[src/rtl/m68k_bus_master_pkg.sv]
// Shared definitions for the 68000 bus master: state encoding, function codes,
// timeout default and byte-enable normalisation.
package m68k_bus_master_pkg;

    typedef enum logic [2:0] {
        ST_IDLE  = 3'd0,
        ST_REQ   = 3'd1,
        ST_GRANT = 3'd2,
        ST_ADDR  = 3'd3,
        ST_STRB  = 3'd4,
        ST_WAIT  = 3'd5,
        ST_END   = 3'd6,
        ST_HOLD  = 3'd7
    } state_e;

    // Function codes shared with the glue logic decoder.
    localparam logic [2:0] FC_USER_DATA = 3'b001;
    localparam logic [2:0] FC_USER_PROG = 3'b010;
    localparam logic [2:0] FC_SUPV_DATA = 3'b101;
    localparam logic [2:0] FC_SUPV_PROG = 3'b110;
    localparam logic [2:0] FC_IACK      = 3'b111;

    localparam int TIMEOUT_CYCLES_DEF = 64;

    // An all-zero enable is meaningless on the bus; run it as a word access.
    function automatic logic [1:0] norm_be(input logic [1:0] be_in);
        return (be_in == 2'b00) ? 2'b11 : be_in;
    endfunction

endpackage

[src/rtl/m68k_bus_master_sync2.sv]
// Two-flop synchronizer for asynchronous 68000 bus inputs; resets to the
// negated (high) level.
module m68k_bus_master_sync2 (
    input  logic clk_i,
    input  logic rst_n_i,
    input  logic d_i,
    output logic q_o
);

    logic meta_q;
    logic sync_q;

    // Two-stage capture of the asynchronous input.
    always_ff @(posedge clk_i or negedge rst_n_i) begin
        if (!rst_n_i) begin
            meta_q <= 1'b1;
            sync_q <= 1'b1;
        end else begin
            meta_q <= d_i;
            sync_q <= meta_q;
        end
    end

    assign q_o = sync_q;

endmodule

[src/rtl/m68k_bus_master.sv]
// 68000 bus initiator: arbitrates via BR/BG/BGACK and runs one word/byte cycle
// per request. Define M68K_BUS_MASTER_TIMEOUT_EN to abort cycles lacking DTACK/BERR.
module m68k_bus_master
    import m68k_bus_master_pkg::*;
#(
    parameter logic [2:0] FC_CODE = FC_SUPV_DATA
`ifdef M68K_BUS_MASTER_TIMEOUT_EN
    ,
    parameter int TIMEOUT_CYCLES = TIMEOUT_CYCLES_DEF
`endif
) (
    input  logic        clk,
    input  logic        reset_n,
    input  logic        req,
    input  logic        we,
    input  logic [22:0] addr,
    input  logic [1:0]  be,
    input  logic [15:0] wdata,
    output logic        ack,
    output logic        err,
    output logic [15:0] rdata,
    output logic        br_n,
    input  logic        bg_n,
    output logic        bgack_n,
    output logic        as_n,
    output logic        uds_n,
    output logic        lds_n,
    output logic        rw,
    output logic [2:0]  fc,
    output logic [22:0] a,
    output logic [15:0] d_out,
    input  logic [15:0] d_in,
    output logic        bus_oe,
    output logic        d_oe,
    input  logic        as_in_n,
    input  logic        dtack_n,
    input  logic        berr_n
);

    logic bg_s, as_in_s, dtack_s, berr_s;

    m68k_bus_master_sync2 u_sync_bg    (.clk_i(clk), .rst_n_i(reset_n), .d_i(bg_n),    .q_o(bg_s));
    m68k_bus_master_sync2 u_sync_as    (.clk_i(clk), .rst_n_i(reset_n), .d_i(as_in_n), .q_o(as_in_s));
    m68k_bus_master_sync2 u_sync_dtack (.clk_i(clk), .rst_n_i(reset_n), .d_i(dtack_n), .q_o(dtack_s));
    m68k_bus_master_sync2 u_sync_berr  (.clk_i(clk), .rst_n_i(reset_n), .d_i(berr_n),  .q_o(berr_s));

    state_e      state_q, state_d;
    logic        we_q, we_d;
    logic [22:0] addr_q, addr_d;
    logic [1:0]  be_q, be_d;
    logic [15:0] wdata_q, wdata_d;
    logic        br_n_q, br_n_d, bgack_n_q, bgack_n_d;
    logic        as_n_q, as_n_d, uds_n_q, uds_n_d, lds_n_q, lds_n_d;
    logic        rw_q, rw_d;
    logic [2:0]  fc_q, fc_d;
    logic [22:0] a_q, a_d;
    logic [15:0] d_out_q, d_out_d;
    logic        bus_oe_q, bus_oe_d, d_oe_q, d_oe_d;
    logic        ack_q, ack_d, err_q, err_d;
    logic [15:0] rdata_q, rdata_d;
    logic [15:0] capt_q, capt_d;
    logic        err_pend_q, err_pend_d;
`ifdef M68K_BUS_MASTER_TIMEOUT_EN
    localparam int TMO_W = $clog2(TIMEOUT_CYCLES);
    localparam logic [TMO_W-1:0] TMO_LAST = TMO_W'(TIMEOUT_CYCLES - 1);
    logic [TMO_W-1:0] tmo_cnt_q, tmo_cnt_d;
`endif

    // Next-state and next-output logic; outputs change on state entry.
    always_comb begin
        state_d    = state_q;
        we_d       = we_q;
        addr_d     = addr_q;
        be_d       = be_q;
        wdata_d    = wdata_q;
        br_n_d     = br_n_q;
        bgack_n_d  = bgack_n_q;
        as_n_d     = as_n_q;
        uds_n_d    = uds_n_q;
        lds_n_d    = lds_n_q;
        rw_d       = rw_q;
        fc_d       = fc_q;
        a_d        = a_q;
        d_out_d    = d_out_q;
        bus_oe_d   = bus_oe_q;
        d_oe_d     = d_oe_q;
        ack_d      = 1'b0;
        err_d      = err_q;
        rdata_d    = rdata_q;
        capt_d     = capt_q;
        err_pend_d = err_pend_q;
`ifdef M68K_BUS_MASTER_TIMEOUT_EN
        tmo_cnt_d  = tmo_cnt_q;
`endif
        case (state_q)
            ST_IDLE: begin
                if (req) begin
                    we_d    = we;
                    addr_d  = addr;
                    be_d    = norm_be(be);
                    wdata_d = wdata;
                    br_n_d  = 1'b0;
                    state_d = ST_REQ;
                end else begin
                    br_n_d  = 1'b1;
                end
            end
            ST_REQ: begin
                // Take the bus only once the CPU has finished its own cycle.
                if (!bg_s && as_in_s && dtack_s) begin
                    bgack_n_d = 1'b0;
                    br_n_d    = 1'b1;
                    bus_oe_d  = 1'b1;
                    state_d   = ST_GRANT;
                end else begin
                    br_n_d    = 1'b0;
                end
            end
            ST_GRANT: begin
                a_d     = addr_q;
                fc_d    = FC_CODE;
                rw_d    = ~we_q;
                d_oe_d  = we_q;
                d_out_d = we_q ? wdata_q : d_out_q;
                state_d = ST_ADDR;
            end
            ST_ADDR: begin
                as_n_d  = 1'b0;
                uds_n_d = ~be_q[1];
                lds_n_d = ~be_q[0];
`ifdef M68K_BUS_MASTER_TIMEOUT_EN
                tmo_cnt_d = '0;
`endif
                state_d = ST_STRB;
            end
            ST_STRB: begin
                state_d = ST_WAIT;
            end
            ST_WAIT: begin
                if (!berr_s) begin
                    err_pend_d = 1'b1;
                    as_n_d     = 1'b1;
                    uds_n_d    = 1'b1;
                    lds_n_d    = 1'b1;
                    state_d    = ST_END;
                end else if (!dtack_s) begin
                    err_pend_d = 1'b0;
                    capt_d     = we_q ? capt_q : d_in;
                    as_n_d     = 1'b1;
                    uds_n_d    = 1'b1;
                    lds_n_d    = 1'b1;
                    state_d    = ST_END;
`ifdef M68K_BUS_MASTER_TIMEOUT_EN
                end else if (tmo_cnt_q == TMO_LAST) begin
                    err_pend_d = 1'b1;
                    as_n_d     = 1'b1;
                    uds_n_d    = 1'b1;
                    lds_n_d    = 1'b1;
                    state_d    = ST_END;
                end else begin
                    tmo_cnt_d  = tmo_cnt_q + 1'b1;
                end
`else
                end else begin
                    state_d    = ST_WAIT;
                end
`endif
            end
            ST_END: begin
                ack_d   = 1'b1;
                err_d   = err_pend_q;
                rdata_d = (!we_q && !err_pend_q) ? capt_q : rdata_q;
                d_oe_d  = 1'b0;
                state_d = ST_HOLD;
            end
            ST_HOLD: begin
                // Chain the next request without giving the bus back.
                if (req) begin
                    we_d    = we;
                    addr_d  = addr;
                    be_d    = norm_be(be);
                    wdata_d = wdata;
                    a_d     = addr;
                    fc_d    = FC_CODE;
                    rw_d    = ~we;
                    d_oe_d  = we;
                    d_out_d = we ? wdata : d_out_q;
                    state_d = ST_ADDR;
                end else begin
                    bgack_n_d = 1'b1;
                    bus_oe_d  = 1'b0;
                    state_d   = ST_IDLE;
                end
            end
            default: begin
                state_d = ST_IDLE;
            end
        endcase
    end

    // State and registered bus outputs.
    always_ff @(posedge clk or negedge reset_n) begin
        if (!reset_n) begin
            state_q    <= ST_IDLE;
            we_q       <= 1'b0;
            addr_q     <= 23'd0;
            be_q       <= 2'b11;
            wdata_q    <= 16'd0;
            br_n_q     <= 1'b1;
            bgack_n_q  <= 1'b1;
            as_n_q     <= 1'b1;
            uds_n_q    <= 1'b1;
            lds_n_q    <= 1'b1;
            rw_q       <= 1'b1;
            fc_q       <= 3'b000;
            a_q        <= 23'd0;
            d_out_q    <= 16'd0;
            bus_oe_q   <= 1'b0;
            d_oe_q     <= 1'b0;
            ack_q      <= 1'b0;
            err_q      <= 1'b0;
            rdata_q    <= 16'd0;
            capt_q     <= 16'd0;
            err_pend_q <= 1'b0;
`ifdef M68K_BUS_MASTER_TIMEOUT_EN
            tmo_cnt_q  <= '0;
`endif
        end else begin
            state_q    <= state_d;
            we_q       <= we_d;
            addr_q     <= addr_d;
            be_q       <= be_d;
            wdata_q    <= wdata_d;
            br_n_q     <= br_n_d;
            bgack_n_q  <= bgack_n_d;
            as_n_q     <= as_n_d;
            uds_n_q    <= uds_n_d;
            lds_n_q    <= lds_n_d;
            rw_q       <= rw_d;
            fc_q       <= fc_d;
            a_q        <= a_d;
            d_out_q    <= d_out_d;
            bus_oe_q   <= bus_oe_d;
            d_oe_q     <= d_oe_d;
            ack_q      <= ack_d;
            err_q      <= err_d;
            rdata_q    <= rdata_d;
            capt_q     <= capt_d;
            err_pend_q <= err_pend_d;
`ifdef M68K_BUS_MASTER_TIMEOUT_EN
            tmo_cnt_q  <= tmo_cnt_d;
`endif
        end
    end

    assign br_n    = br_n_q;
    assign bgack_n = bgack_n_q;
    assign as_n    = as_n_q;
    assign uds_n   = uds_n_q;
    assign lds_n   = lds_n_q;
    assign rw      = rw_q;
    assign fc      = fc_q;
    assign a       = a_q;
    assign d_out   = d_out_q;
    assign bus_oe  = bus_oe_q;
    assign d_oe    = d_oe_q;
    assign ack     = ack_q;
    assign err     = err_q;
    assign rdata   = rdata_q;

endmodule

[config.mk]
export PLATFORM = sky130hd
export DESIGN_NAME = m68k_bus_master
export DESIGN_NICKNAME = d
export VERILOG_FILES = /design/src/rtl/m68k_bus_master_pkg.sv /design/src/rtl/m68k_bus_master_sync2.sv /design/src/rtl/m68k_bus_master.sv
export SDC_FILE = /design/constraint.sdc
export NUM_CORES = 1
export LEC_CHECK = 0
export BUFFER_PORTS_ARGS = -buffer_cell sky130_fd_sc_hd__buf_2
export CAP_MARGIN = 20
export CORE_MARGIN = 5
export CORE_UTILIZATION = 40
export CTS_BUF_LIST = sky130_fd_sc_hd__clkbuf_4
export CTS_CLUSTER_SIZE = 25
export DETAILED_ROUTE_END_ITERATION = 12
export GPL_ROUTABILITY_DRIVEN = 0
export PLACE_DENSITY = 0.72
export SLEW_MARGIN = 20
export SYNTH_ARGS = -nofsm -noshare
export SYNTH_HDL_FRONTEND = slang
export SYNTH_HIERARCHICAL = 1
export SYNTH_SLANG_ARGS = --single-unit
[constraint.sdc]
create_clock -name clk -period 3.55 [get_ports clk]
set_input_delay 0.1775 -clock clk [delete_from_list [all_inputs] [get_ports clk]]
set_output_delay 0.1775 -clock clk [all_outputs]
set_load 0.05 [all_outputs]
==> results of run 1 <==
## routing by layer
layer	up-vias	part of all wire, %
li1	1718	-
met1	1816	43
met2	117	49
met3	14	6.6
met4	0	1.6
met5	-	0
## Yosys cell counts, types with 2 or more instances
cell                       count
sky130_fd_sc_hd__nand2b_1      4
sky130_fd_sc_hd__o221ai_1      2
sky130_fd_sc_hd__inv_1         2
sky130_fd_sc_hd__o22ai_1       2
sky130_fd_sc_hd__and3_1        2
sky130_fd_sc_hd__nor2_1        2
sky130_fd_sc_hd__nor2b_1       2
sky130_fd_sc_hd__mux2_2      143
sky130_fd_sc_hd__dfstp_2      16
sky130_fd_sc_hd__buf_1         3
sky130_fd_sc_hd__clkbuf_1      4
sky130_fd_sc_hd__a21oi_1       3
sky130_fd_sc_hd__nand2_1       9
sky130_fd_sc_hd__buf_4         7
sky130_fd_sc_hd__dfrtp_1     120
sky130_fd_sc_hd__mux2_4       10
sky130_fd_sc_hd__o21ai_0       4
sky130_fd_sc_hd__nor3_1        2
sky130_fd_sc_hd__a31oi_1       3
sky130_fd_sc_hd__or2_2         2
sky130_fd_sc_hd__buf_6         4
sky130_fd_sc_hd__buf_2         7
sky130_fd_sc_hd__nand3_1       2
## cell type report
type | instances | area share, %
inverters | 2 | 0.102
flip-flops and latches | 136 | 46.4
clock inverters | 6 | 0.390
well taps | 180 | 3.05
clock buffers | 26 | 2.64
repair buffers | 201 | 18.4
multi-input cells | 209 | 29.0
## registers in the layout, summed over array words and instances (netlist names), 2 cells and up
name and flops:
a 23, addr_q 23, be_q 2, capt_q 16, d_out 16, rdata 16
state_q 3, wdata_q 16
## critical path, stage by stage, from the launching register on
cell	delay (ns)
sky130_fd_sc_hd__dfrtp_1	0.62
sky130_fd_sc_hd__and3_2	0.51
sky130_fd_sc_hd__o21ai_4	0.64
sky130_fd_sc_hd__buf_4	0.41
sky130_fd_sc_hd__mux2_2	0.38
## power by group through the flow
stage          logic (mW)  clock network (mW)  registers (mW)
5_1_grt              3.57               0.957            2.80
6_report             3.36               0.841            2.71
4_1_cts              3.40               0.892            2.71
3_3_place_gp         3.27                   0            2.67
2_1_floorplan        1.48                   0            3.86
3_5_place_dp         3.34                   0            2.73
## cell families (layout without fill, tap and decap cells)
| logic type | count (synthesis) | in the layout | share of synthesized area (%) |
|---|---|---|---|
| mux | 153 | 153 | 30.7 |
| flops | 136 | 136 | 59.6 |
| simple gates | 32 | 32 | 3.42 |
| buf+inv | 28 | 235 | 3.25 |
| compound gates | 23 | 23 | 3.01 |
| other cells | 1 | 1 | 0.0653 |
## repair_timing
action,4_1_cts,5_1_grt
resized for setup,0,0
hold buffers,65,0
endpoints found under the hold margin,169,0
## per-stage QoR
stage | hold WS, ns | power [mW]
6_report | 0.304 | 6.91
2_1_floorplan | -0.118 | 5.34
4_1_cts | 0.221 | 7.00
5_1_grt | 0.239 | 7.33
3_3_place_gp | 0.284 | 5.94
3_5_place_dp | 0.286 | 6.07
## how the worst max path moves through the flow
stage / endpoint / start / slack (ns) / cells after the start
floorplan: d_out[0] / state_q[0] / 1.70 / 5
global placement: addr_q[0] / state_q[0] / 0.90 / 4
detailed placement: wdata_q[10] / state_q[0] / 0.81 / 4
CTS: wdata_q[10] / state_q[0] / 0.79 / 4
global route: wdata_q[10] / state_q[0] / 0.66 / 4
finish: wdata_q[10] / state_q[0] / 0.87 / 4
==> results.json, run 1 <==
{
  "result_of_the_run": "finished, final reports clean",
  "grt_start_max_net_pins": 73,
  "yosysSeqAreaShare_pct": 59.6,
  "worstReg2RegEnd": "wdata_q[10]",
  "multi_input_area_um2": 2140,
  "grt_util_met3_pct": 4.95,
  "reg2reg_depth": 4,
  "cell_internal_power_mw": 3.97,
  "power.density_cell_area_nw_per_um2": 936,
  "drive_gt1_share_pct": 59.5,
  "grt.overflow.total": 0,
  "wire_length_of_the_first_global_routing_pass_um": 19900,
  "power.clock.fraction_pct": 12.2,
  "layout.filler_cells": 1183,
  "hold_path.class": "in -> reg",
  "timing.max_slew.rel_slack_pct": 45.8,
  "cts_setup_buffers": 0,
  "finalCriticalPeriod_ns": 2.68,
  "nNetsFinal": 632,
  "share_seq_of_total_power_pct": 39.2,
  "area.growth.synth_to_final_pct": 28.5,
  "timing_max_transition_violations_final": 0,
  "synth_area_per_cell_um2": 15.4,
  "grt.met1_usage_pct": 18.1,
  "postLayoutSetupSlackWorst_ns": 0.871,
  "worst_hold_path_endpoint": "u_sync_dtack/meta_q",
  "critical_path_arrival_ns": 3.07,
  "total_switching_power_mw": 2.94,
  "max_frequency_mhz": 373,
  "dpl_worst_slack_ns": 0.809,
  "syn_area_um2": 5740,
  "hold_viol": 0,
  "rr_startpoint": "state_q[0]",
  "rsz0062_at_grt": "no",
  "mappedNetlistNets": 438,
  "power_frac_comb_pct": 48.6,
  "core_region_area_um2": 14000,
  "clk_latency_ns": 0.51,
  "die_h_um": 130,
  "insertedDiodeCount": 0,
  "sequential_cell_area_um2": 3420,
  "initialDrtViolationCount": 99,
  "grtUsageMet2_pct": 25.6,
  "setup-tns-final_ns": 0,
  "layout.cells.most_common": "sky130_fd_sc_hd__mux2_2",
  "cts_inserted_buffers": 17,
  "post_layout_nonfiller_instances": 760,
  "clk_pin_slew_ns": 0.10,
  "timing.setup.critical_path_class": "reg -> reg",
  "ir_drop_v": 0.000563,
  "die_ar_um2": 16900,
  "critical_path_peak_fanout": 22,
  "first_global_vias": 4071,
  "mostFrequentLayoutCells": "sky130_fd_sc_hd__mux2_2, sky130_fd_sc_hd__buf_2, sky130_fd_sc_hd__dfrtp_1",
  "starting_density_pct": 41.1,
  "synth_top_cell_area_share_pct": 52.3,
  "final_core_utilization_pct": 52.8,
  "worst_hold_startpoint": "dtack_n",
  "synth_seq_cells": 136,
  "switching_share_pct": 42.6,
  "cp_data_required_time_ns": 3.95,
  "critPathLaunchType": "flop",
  "gr-usage-all-layers_pct": 15.1,
  "row_count": 43,
  "clock_h_tree_levels": 4,
  "routed_vias": 3665,
  "first_pass_iters": 4,
  "synth.largest_area_cell": "sky130_fd_sc_hd__dfrtp_1",
  "postPlaceCellArea_um2": 6510,
  "fin_worst_skew_ns": 0.0109,
  "drv.max_cap_violation_count": 0,
  "hpwl_um": 8130,
  "route.detailed.vias_per_inst": 4.82,
  "routedWlPerCell_um": 15.9,
  "hold_depth": 2,
  "netlist-cell-type-count": 41,
  "setup_viol": 0,
  "port_buffers": 131,
  "drcViolationCount": 0,
  "finalCritPeriodShare_pct": 75.5,
  "syn_inst": 373,
  "main_flop_type_after_synthesis": "sky130_fd_sc_hd__dfrtp_1",
  "place_inst": 663,
  "synthArstFlopShare_pct": 100,
  "reg2reg_setup_slack_ns": 0.87,
  "worst_setup_path_end_kind": "flop",
  "synth_edf_count": 0,
  "cts_buffer_depth": 2,
  "grt_antenna_before_repair": 0,
  "clock-sinks": 136,
  "boundaryPins": 133,
  "clock-root-buffer": "sky130_fd_sc_hd__clkbuf_4",
  "antenna_left": 0,
  "routed_wl_um": 12100,
  "worstMarginPinSlew_ns": 0.813,
  "dieWidth_um": 130,
  "p_leak_nw": 3.43,
  "synth_top_cells_by_area": "sky130_fd_sc_hd__dfrtp_1, sky130_fd_sc_hd__mux2_2, sky130_fd_sc_hd__dfstp_2, sky130_fd_sc_hd__mux2_4, sky130_fd_sc_hd__buf_4",
  "cts_tree": "done",
  "postLayoutCellArea_um2": 7380,
  "yosys_warnings": 6,
  "busiest_grt_layer": "met2"
}
Note: power is estimated with default switching activity, not from simulation.
==> run 2, diff against run 1 <==
Settings changed: PLACE_DENSITY 0.72 to 0.75.
Clock period 3.55 ns to 2.3 ns, I/O delays scaled along.
==> run 2 against run 1 <==
Effect of this change: power grew 55%; clock skew is 0.015 ns higher; die area unchanged; sequential share of layout area decreased by 0.46 points; design area up 1.0%; worst hold slack lost 0.14 ns; clock-buffer cell count shrank 3; first-iteration DRC count rose by 25%; largest cell class unchanged; global-route usage grew 0.80 points; cell count is 1.1% higher; worst setup slack lost 0.46 ns; combinational power up 59%.
==> results.json, run 2 (synthesis results as in run 1) <==
{
  "result_of_the_run": "finished, final reports clean",
  "worstMarginPinSlew_ns": 0.723,
  "max_frequency_mhz": 528,
  "core_region_area_um2": 14000,
  "cts.repair.resized": 0,
  "area.growth.synth_to_final_pct": 29.8,
  "drive_gt1_share_pct": 59.3,
  "finalCriticalPeriod_ns": 1.89,
  "antenna_left": 0,
  "critical_path_arrival_ns": 2.29,
  "hold_viol": 0,
  "clock_h_tree_levels": 4,
  "starting_density_pct": 41.1,
  "grt.overflow.total": 0,
  "mostFrequentLayoutCells": "sky130_fd_sc_hd__mux2_2, sky130_fd_sc_hd__buf_2, sky130_fd_sc_hd__dfrtp_1",
  "boundaryPins": 133,
  "nNetsFinal": 640,
  "hold_path.class": "in -> async",
  "setup_viol": 0,
  "worst_path_dominant_cell_family": "simple AND/OR/NAND/NOR gates",
  "clk_pin_slew_ns": 0.11,
  "fin_worst_skew_ns": 0.0260,
  "initialDrtViolationCount": 124,
  "finalCritPeriodShare_pct": 82.3,
  "setup-tns-final_ns": 0,
  "grt_antenna_before_repair": 1,
  "cp_slowest_stage_delay_ns": 0.53,
  "row_count": 43,
  "critical_path.cell_chain": "or3b_2 -> a21boi_4 -> buf_4 -> mux2_2",
  "hpwl_um": 8470,
  "routedWlPerCell_um": 16.4,
  "critPathLaunchType": "flop",
  "sequential_cell_area_um2": 3420,
  "postLayoutSetupSlackWorst_ns": 0.407,
  "gr-usage-all-layers_pct": 15.9,
  "die_ar_um2": 16900,
  "port_buffers": 131,
  "clock-root-buffer": "sky130_fd_sc_hd__clkbuf_4",
  "p_leak_nw": 3.46,
  "cts_tree": "done",
  "timing.max_slew.rel_slack_pct": 51.8,
  "cts_buffer_depth": 2,
  "power.density_cell_area_nw_per_um2": 1440,
  "critical_path_peak_fanout": 16,
  "ir_drop_v": 0.000766,
  "wire_length_of_the_first_global_routing_pass_um": 20800,
  "drcViolationCount": 0,
  "cts_inserted_buffers": 17,
  "clock-sinks": 136,
  "routed_wl_um": 12600,
  "routed_vias": 3743,
  "multi_input_area_um2": 2140,
  "dieWidth_um": 130,
  "cp_data_required_time_ns": 2.70,
  "grt_start_max_net_pins": 70,
  "drv.max_cap_violation_count": 0,
  "timing_max_transition_violations_final": 0,
  "critical_path_buf_inv_count": 1,
  "rsz0062_at_grt": "no",
  "layout.filler_cells": 1179,
  "timing.setup.critical_path_class": "reg -> reg",
  "first_global_vias": 4169,
  "final_core_utilization_pct": 53.3,
  "route.detailed.vias_per_inst": 4.87,
  "clk_latency_ns": 0.53,
  "worst_setup_path_end_kind": "flop",
  "first_pass_iters": 4,
  "crit_slowest_cell": "sky130_fd_sc_hd__or3b_2",
  "layout.cells.most_common": "sky130_fd_sc_hd__mux2_2",
  "dpl_worst_slack_ns": 0.425,
  "die_h_um": 130
}
## run 2: layout make-up
cell class                 count  share of cell area (%)
clock inverter                 8                   0.453
sequential                   136                    45.9
inverter                       2                   0.101
timing repair buffer         209                    19.4
tap                          180                    3.02
antenna                        1                  0.0336
clock buffer                  23                    2.32
multi-input combinational    209                    28.7
## run 2: metal layers
metal / routed length (µm) / global-route usage (%)
met5: 0 / 0
met4: 252 / 5.81
met3: 744 / 5.16
met2: 6040 / 26.5
met1: 5560 / 19.5
## run 2: metrics by stage
stage | std cells | total power [mW] | area (µm²) | hold WS (ns)
2_1_floorplan | 373 | 8.24 | 5740 | -0.181
3_3_place_gp | 671 | 9.27 | 6600 | 0.158
3_5_place_dp | 671 | 9.49 | 6600 | 0.164
4_1_cts | 767 | 10.8 | 7450 | 0.121
5_1_grt | 768 | 11.4 | 7450 | 0.149
6_report | 768 | 10.7 | 7450 | 0.166
## run 2: power breakdown
group | switching, mW | internal (mW)
registers | 0.605 | 3.55
clock network | 0.774 | 0.471
logic | 3.21 | 2.12
total | 4.59 | 6.14
## run 2: worst paths after layout
check,from,to,slack (ns),cells past startpoint
worst max-delay path,state_q[0],d_out[3],0.41,4
worst min-delay path,reset_n,rdata[3],0.17,2
worst max register to register,state_q[0],d_out[3],0.41,4
worst min register to register,u_sync_as/meta_q,u_sync_as/q_o,0.36,0
max in group asynchronous,reset_n,addr_q[17],1.36,3
min in group clk,bg_n,u_sync_bg/meta_q,0.24,2
## run 2: repair_timing
item	4_1_cts	5_1_grt
hold buffers	65	0
hold endpoints to repair	171	0
buffers inserted	0	0
